$ cat src/rtl/risc_ctrl_pkg.sv
// Shared encodings for the RISC datapath controller: states, ALU ops, register selects,
// writeback selects, instruction fields, and the instruction-class decode.
package risc_ctrl_pkg;

  typedef enum logic [2:0] {
    S_WAIT      = 3'd0,
    S_DECODE    = 3'd1,
    S_GET_A     = 3'd2,
    S_GET_B     = 3'd3,
    S_EXEC      = 3'd4,
    S_WRITE_REG = 3'd5,
    S_WRITE_IMM = 3'd6
  } state_t;

  typedef enum logic [2:0] {
    C_MOVIMM,
    C_MOVREG,
    C_MVN,
    C_ADD,
    C_CMP,
    C_AND,
    C_ILLEGAL
  } iclass_t;

  localparam logic [1:0] ALUOP_ADD  = 2'b00;
  localparam logic [1:0] ALUOP_SUB  = 2'b01;
  localparam logic [1:0] ALUOP_AND  = 2'b10;
  localparam logic [1:0] ALUOP_NOTB = 2'b11;

  localparam logic [2:0] NSEL_NONE = 3'b000;
  localparam logic [2:0] NSEL_RN   = 3'b001;
  localparam logic [2:0] NSEL_RD   = 3'b010;
  localparam logic [2:0] NSEL_RM   = 3'b100;

  localparam logic [1:0] VSEL_C   = 2'b00;
  localparam logic [1:0] VSEL_IMM = 2'b01;

  localparam logic [2:0] OPC_MOV    = 3'b110;
  localparam logic [2:0] OPC_ALU    = 3'b101;
  localparam logic [1:0] OP_MOVIMM  = 2'b10;
  localparam logic [1:0] OP_MOVREG  = 2'b00;
  localparam logic [1:0] OP_ADD     = 2'b00;
  localparam logic [1:0] OP_CMP     = 2'b01;
  localparam logic [1:0] OP_AND     = 2'b10;
  localparam logic [1:0] OP_MVN     = 2'b11;

  function automatic iclass_t decode_class(input logic [2:0] opcode, input logic [1:0] op);
    iclass_t c;
    c = C_ILLEGAL;
    if (opcode == OPC_MOV && op == OP_MOVIMM)      c = C_MOVIMM;
    else if (opcode == OPC_MOV && op == OP_MOVREG) c = C_MOVREG;
    else if (opcode == OPC_ALU) begin
      case (op)
        OP_ADD:  c = C_ADD;
        OP_CMP:  c = C_CMP;
        OP_AND:  c = C_AND;
        default: c = C_MVN;
      endcase
    end
    return c;
  endfunction

endpackage

$ cat src/rtl/datapath_ctrl_fsm.sv
// Moore sequencer driving regfile/A/B/C/status loads and ALUop for one latched instruction;
// s is taken only while w=1, and an instruction runs 1-5 cycles before WAIT returns.
module datapath_ctrl_fsm
  import risc_ctrl_pkg::*;
#(
  parameter int NSEL_W = 3,
  parameter int VSEL_W = 2
) (
  input  logic              clk,
  input  logic              reset,
  input  logic              s,
  input  logic [2:0]        opcode,
  input  logic [1:0]        op,
  output logic              w,
  output logic [NSEL_W-1:0] nsel,
  output logic [VSEL_W-1:0] vsel,
  output logic              loada,
  output logic              loadb,
  output logic              asel,
  output logic              bsel,
  output logic [1:0]        ALUop,
  output logic              loadc,
  output logic              loads,
  output logic              write,
  output logic              illegal
);

  state_t     state;
  state_t     state_next;
  logic [4:0] instr_q;
  iclass_t    cls;

  assign cls = decode_class(instr_q[4:2], instr_q[1:0]);

  always_ff @(posedge clk or posedge reset) begin
    if (reset) begin
      state   <= S_WAIT;
      instr_q <= '0;
    end else begin
      state <= state_next;
      if (state == S_WAIT && s) instr_q <= {opcode, op};
    end
  end

  always_comb begin
    state_next = S_WAIT;
    case (state)
      S_WAIT:   state_next = s ? S_DECODE : S_WAIT;
      S_DECODE: begin
        case (cls)
          C_MOVIMM:                 state_next = S_WRITE_IMM;
          C_MOVREG, C_MVN:          state_next = S_GET_B;
          C_ADD, C_CMP, C_AND:      state_next = S_GET_A;
          default:                  state_next = S_WAIT;
        endcase
      end
      S_GET_A:     state_next = S_GET_B;
      S_GET_B:     state_next = S_EXEC;
      S_EXEC:      state_next = (cls == C_CMP) ? S_WAIT : S_WRITE_REG;
      S_WRITE_REG: state_next = S_WAIT;
      S_WRITE_IMM: state_next = S_WAIT;
      // unused encoding falls back to idle
      default:     state_next = S_WAIT;
    endcase
  end

  always_comb begin
    w       = 1'b0;
    nsel    = NSEL_NONE;
    vsel    = VSEL_C;
    loada   = 1'b0;
    loadb   = 1'b0;
    asel    = 1'b0;
    bsel    = 1'b0;
    ALUop   = ALUOP_ADD;
    loadc   = 1'b0;
    loads   = 1'b0;
    write   = 1'b0;
    illegal = 1'b0;
    case (state)
      S_WAIT:   w = 1'b1;
      S_DECODE: illegal = (cls == C_ILLEGAL);
      S_GET_A: begin
        nsel  = NSEL_RN;
        loada = 1'b1;
      end
      S_GET_B: begin
        nsel  = NSEL_RM;
        loadb = 1'b1;
      end
      S_EXEC: begin
        ALUop = (instr_q[4:2] == OPC_ALU) ? instr_q[1:0] : ALUOP_ADD;
        asel  = (cls == C_MOVREG);
        loads = (cls == C_CMP);
        loadc = (cls != C_CMP);
      end
      S_WRITE_REG: begin
        nsel  = NSEL_RD;
        vsel  = VSEL_C;
        write = 1'b1;
      end
      S_WRITE_IMM: begin
        nsel  = NSEL_RN;
        vsel  = VSEL_IMM;
        write = 1'b1;
      end
      default: ;
    endcase
  end

endmodule

$ cat config.mk
export PLATFORM = sky130hd
export DESIGN_NAME = datapath_ctrl_fsm
export DESIGN_NICKNAME = d
export VERILOG_FILES = /design/src/rtl/risc_ctrl_pkg.sv /design/src/rtl/datapath_ctrl_fsm.sv
export SDC_FILE = /design/constraint.sdc
export NUM_CORES = 1
export LEC_CHECK = 0
export CORE_MARGIN = 2
export CORE_UTILIZATION = 40
export CTS_CLUSTER_SIZE = 12
export DETAILED_ROUTE_END_ITERATION = 7
export MAX_ROUTING_LAYER = met4
export PLACE_DENSITY = 0.77
export SETUP_SLACK_MARGIN = 0.3
export SLEW_MARGIN = 5
export SYNTH_ARGS = -nofsm -noshare
export SYNTH_HDL_FRONTEND = slang
export SYNTH_SLANG_ARGS = --single-unit
$ cat constraint.sdc
create_clock -name clk -period 1.8 [get_ports clk]
set_input_delay 0.36 -clock clk [delete_from_list [all_inputs] [get_ports clk]]
set_output_delay 0.36 -clock clk [all_outputs]
set_load 0.05 [all_outputs]
==> impl_metrics.env <==
export IMPL_outcome="complete, but fails checks"
export IMPL_failed_checks="negative setup slack"
export IMPL_clk_pin_slew_ps=60
export IMPL_placementRows=13
export IMPL_clock_latency_ps=260
export IMPL_synth_edff_count=0
export IMPL_coreArea_mm2=0.00128
export IMPL_cts_max_level=1
export IMPL_cp_required_ps=1440
export IMPL_synth_seq_cells=8
export IMPL_finClkSkew_ps=12.4
export IMPL_finalMaxSlewViolations=0
export IMPL_ff2ff_path_depth=6
export IMPL_synthToLayoutAreaGrowth_pct=119
export IMPL_max_cap_violations=0
export IMPL_synth_cells=63
export IMPL_clock_fmax_mhz=484
export IMPL_ir_drop_uv=1180
export IMPL_avgSynthCellArea_um2=8.72
export IMPL_syn_area_um2=549
export IMPL_r2r_end="state[0]$_DFF_PP0_"
export IMPL_die_w_um=41.1
export IMPL_holdWs_ps=360
export IMPL_post_dp_cell_area_mm2=0.00102
export IMPL_grt_overflow=0
export IMPL_start_util=0.427
export IMPL_drtIter0Drc=18
export IMPL_ys_seq_area_frac=0.364
export IMPL_ant_nets=0
export IMPL_vias=646
export IMPL_synth_top_cell_by_area="dfrtp_1"
export IMPL_layout_drive_gt1_share=0.667
export IMPL_regArea_um2=204
export IMPL_hold_viol=0
export IMPL_setup_viol=4
export IMPL_cts_root_buf="clkbuf_4"
export IMPL_leakagePower_uw=0.000502
export IMPL_synthTopCellsByCount="8 x dfrtp_1, 7 x nor2_1, 6 x inv_1"
export IMPL_grt_max_degree=10
export IMPL_worstPathArrival_ps=1700
export IMPL_place_congestion=0.808
export IMPL_finalInstanceArea_mm2=0.00120
export IMPL_netlist_area_leader_share=0.364
export IMPL_rrSetupSlack_ps=250
export IMPL_crit_path_max_fanout=4
export IMPL_layout_worst_path_cycle_share=1.15
export IMPL_wl_per_cell_um=20.5
export IMPL_synth_area_top_cells="dfrtp_1 36%, and3_1 5.7%, nor2_1 4.8%"
export IMPL_dp_hpwl_um=1190
export IMPL_synth_most_common_cell="dfrtp_1"
export IMPL_rsz0062_at_grt="true"
export IMPL_cp_num_cells=6
export IMPL_min_period_ps=2060
export IMPL_synthFlopType="dfrtp_1"
export IMPL_antenna_cells=0
export IMPL_crit_path_top_delay_cell="dfrtp_1"
export IMPL_critPathKind="reg2out"
export IMPL_reg2reg_from="instr_q[1]$_DFFE_PP0P_"
export IMPL_via_per_inst=5.67
export IMPL_ys_async_sr_fraction=1.00
export IMPL_clock_path_buffers=2
export IMPL_hold_buffers=0
export IMPL_power_total_uw=2230
export IMPL_slowest_delay_ps=440
export IMPL_drt_total_wl_um=2340
export IMPL_grt_usage=0.247
export IMPL_cp_start_kind="register"
export IMPL_final_util=0.938
export IMPL_nNetsFinal=110
export IMPL_cts_buffers=3
export IMPL_n_fill_cell=41
export IMPL_multiInputGateArea_um2=455
export IMPL_cts_tree="done"
export IMPL_cp_cell_sequence="ha_4, nor2b_2, nand4b_1, nand3_2, clkinvlp_4, buf_12"
export IMPL_ys_types=27
export IMPL_p_per_area_mw_per_mm2=1850
export IMPL_first_pass_iters=4
export IMPL_grt_pass1_wl_um=2480
export IMPL_dieArea_mm2=0.00169
export IMPL_die_y_um=41.1
export IMPL_port_buffers=21
export IMPL_drc=0
export IMPL_endpoint_kind="output pin"
export IMPL_cp_top_family="simple AND/OR/NAND/NOR gates"
export IMPL_hold_path_class="in2async"
export IMPL_yosys_warnings=0
export IMPL_cts_sinks=8
export IMPL_first_global_vias=555
export IMPL_io_pins=24
export IMPL_critPathBufInv=2
export IMPL_layout_setup_ws_ps=-264
export IMPL_antenna_found_initial=0
==> per-stage QoR <==
step	TNS [ps]	setup WS (ps)	std cells
6_report	-687	-264	114
5_1_grt	-942	-322	114
4_1_cts	-666	-170	108
3_5_place_dp	0	74.9	100
3_3_place_gp	0	136	100
2_1_floorplan	-8.18	-8.18	64
==> how the worst max path moves through the flow <==
stage / start / end / slack, ps
floorplan: instr_q[0]$_DFFE_PP0P_ / loads / -8
finish: instr_q[1]$_DFFE_PP0P_ / loadc / -260
global route: instr_q[1]$_DFFE_PP0P_ / loads / -320
global placement: instr_q[0]$_DFFE_PP0P_ / loadc / 140
detailed placement: instr_q[0]$_DFFE_PP0P_ / loadc / 70
CTS: instr_q[0]$_DFFE_PP0P_ / loads / -170
==> cell type report <==
type                       count  share of cell area
inverter                       6              0.0218
sequential                     8               0.169
clock buffer                   4              0.0218
tap                           15              0.0156
multi-input combinational     46               0.378
timing repair buffer          35               0.394
==> placed cells by master, fill, tap and decap left out, drive strengths merged <==
cell type and instances:
mux2 3, o21ai 4, a21boi 1, o32ai 1, nor4 1, o311ai 1, and2 1, inv 5
clkdlybuf4s50 7, nand2 3, dfrtp 8, nand4b 1, nand2b 4, and3 5, nor2b 3, a31o 1
conb 2, buf 28, clkbuf 4, a31oi 1, a21oi 1, and4b 1, nor2 7, nand3 2
nor3 1, ha 2, clkinvlp 1
==> metal layers <==
layer / track usage / wire [µm]
met1: 0.289 / 943
met2: 0.406 / 1220
met3: 0.0217 / 123
met4: 0.150 / 51
met5: - / 0
==> repair_timing <==
item | in CTS | in global routing
setup buffers | 4 | 6
pin swaps | 4 | 9
resized for setup | 9 | 18
endpoints found under the setup margin | 15 | 17
==> worst register-to-register path: stages (launching register included) <==
cell and delay, ps:
dfrtp_1 440, ha_4 210, nor2b_2 160, nand4b_1 220, nand3_2 170, buf_4 130, o311ai_1 100
==> kinds of logic after synthesis <==
| logic type | after synthesis | synth area share |
|---|---|---|
| simple gates | 29 | 0.298 |
| compound gates | 10 | 0.118 |
| buf+inv | 10 | 0.0979 |
| flops | 8 | 0.364 |
| mux | 3 | 0.0683 |
| fa+ha+maj | 2 | 0.0456 |
| other cells | 1 | 0.00683 |
==> power breakdown <==
group	internal (µW)	total [µW]	switching (µW)
clock	84.9	147	62.5
combinational	812	1680	872
sequential	270	403	133
total	1170	2230	1070
==> flip-flops by register name, summed over array words and instances (netlist names) <==
| register | flops |
|---|---|
| instr_q | 5 |
| state | 3 |
No activity file was read; power rests on OpenSTA's default activity.
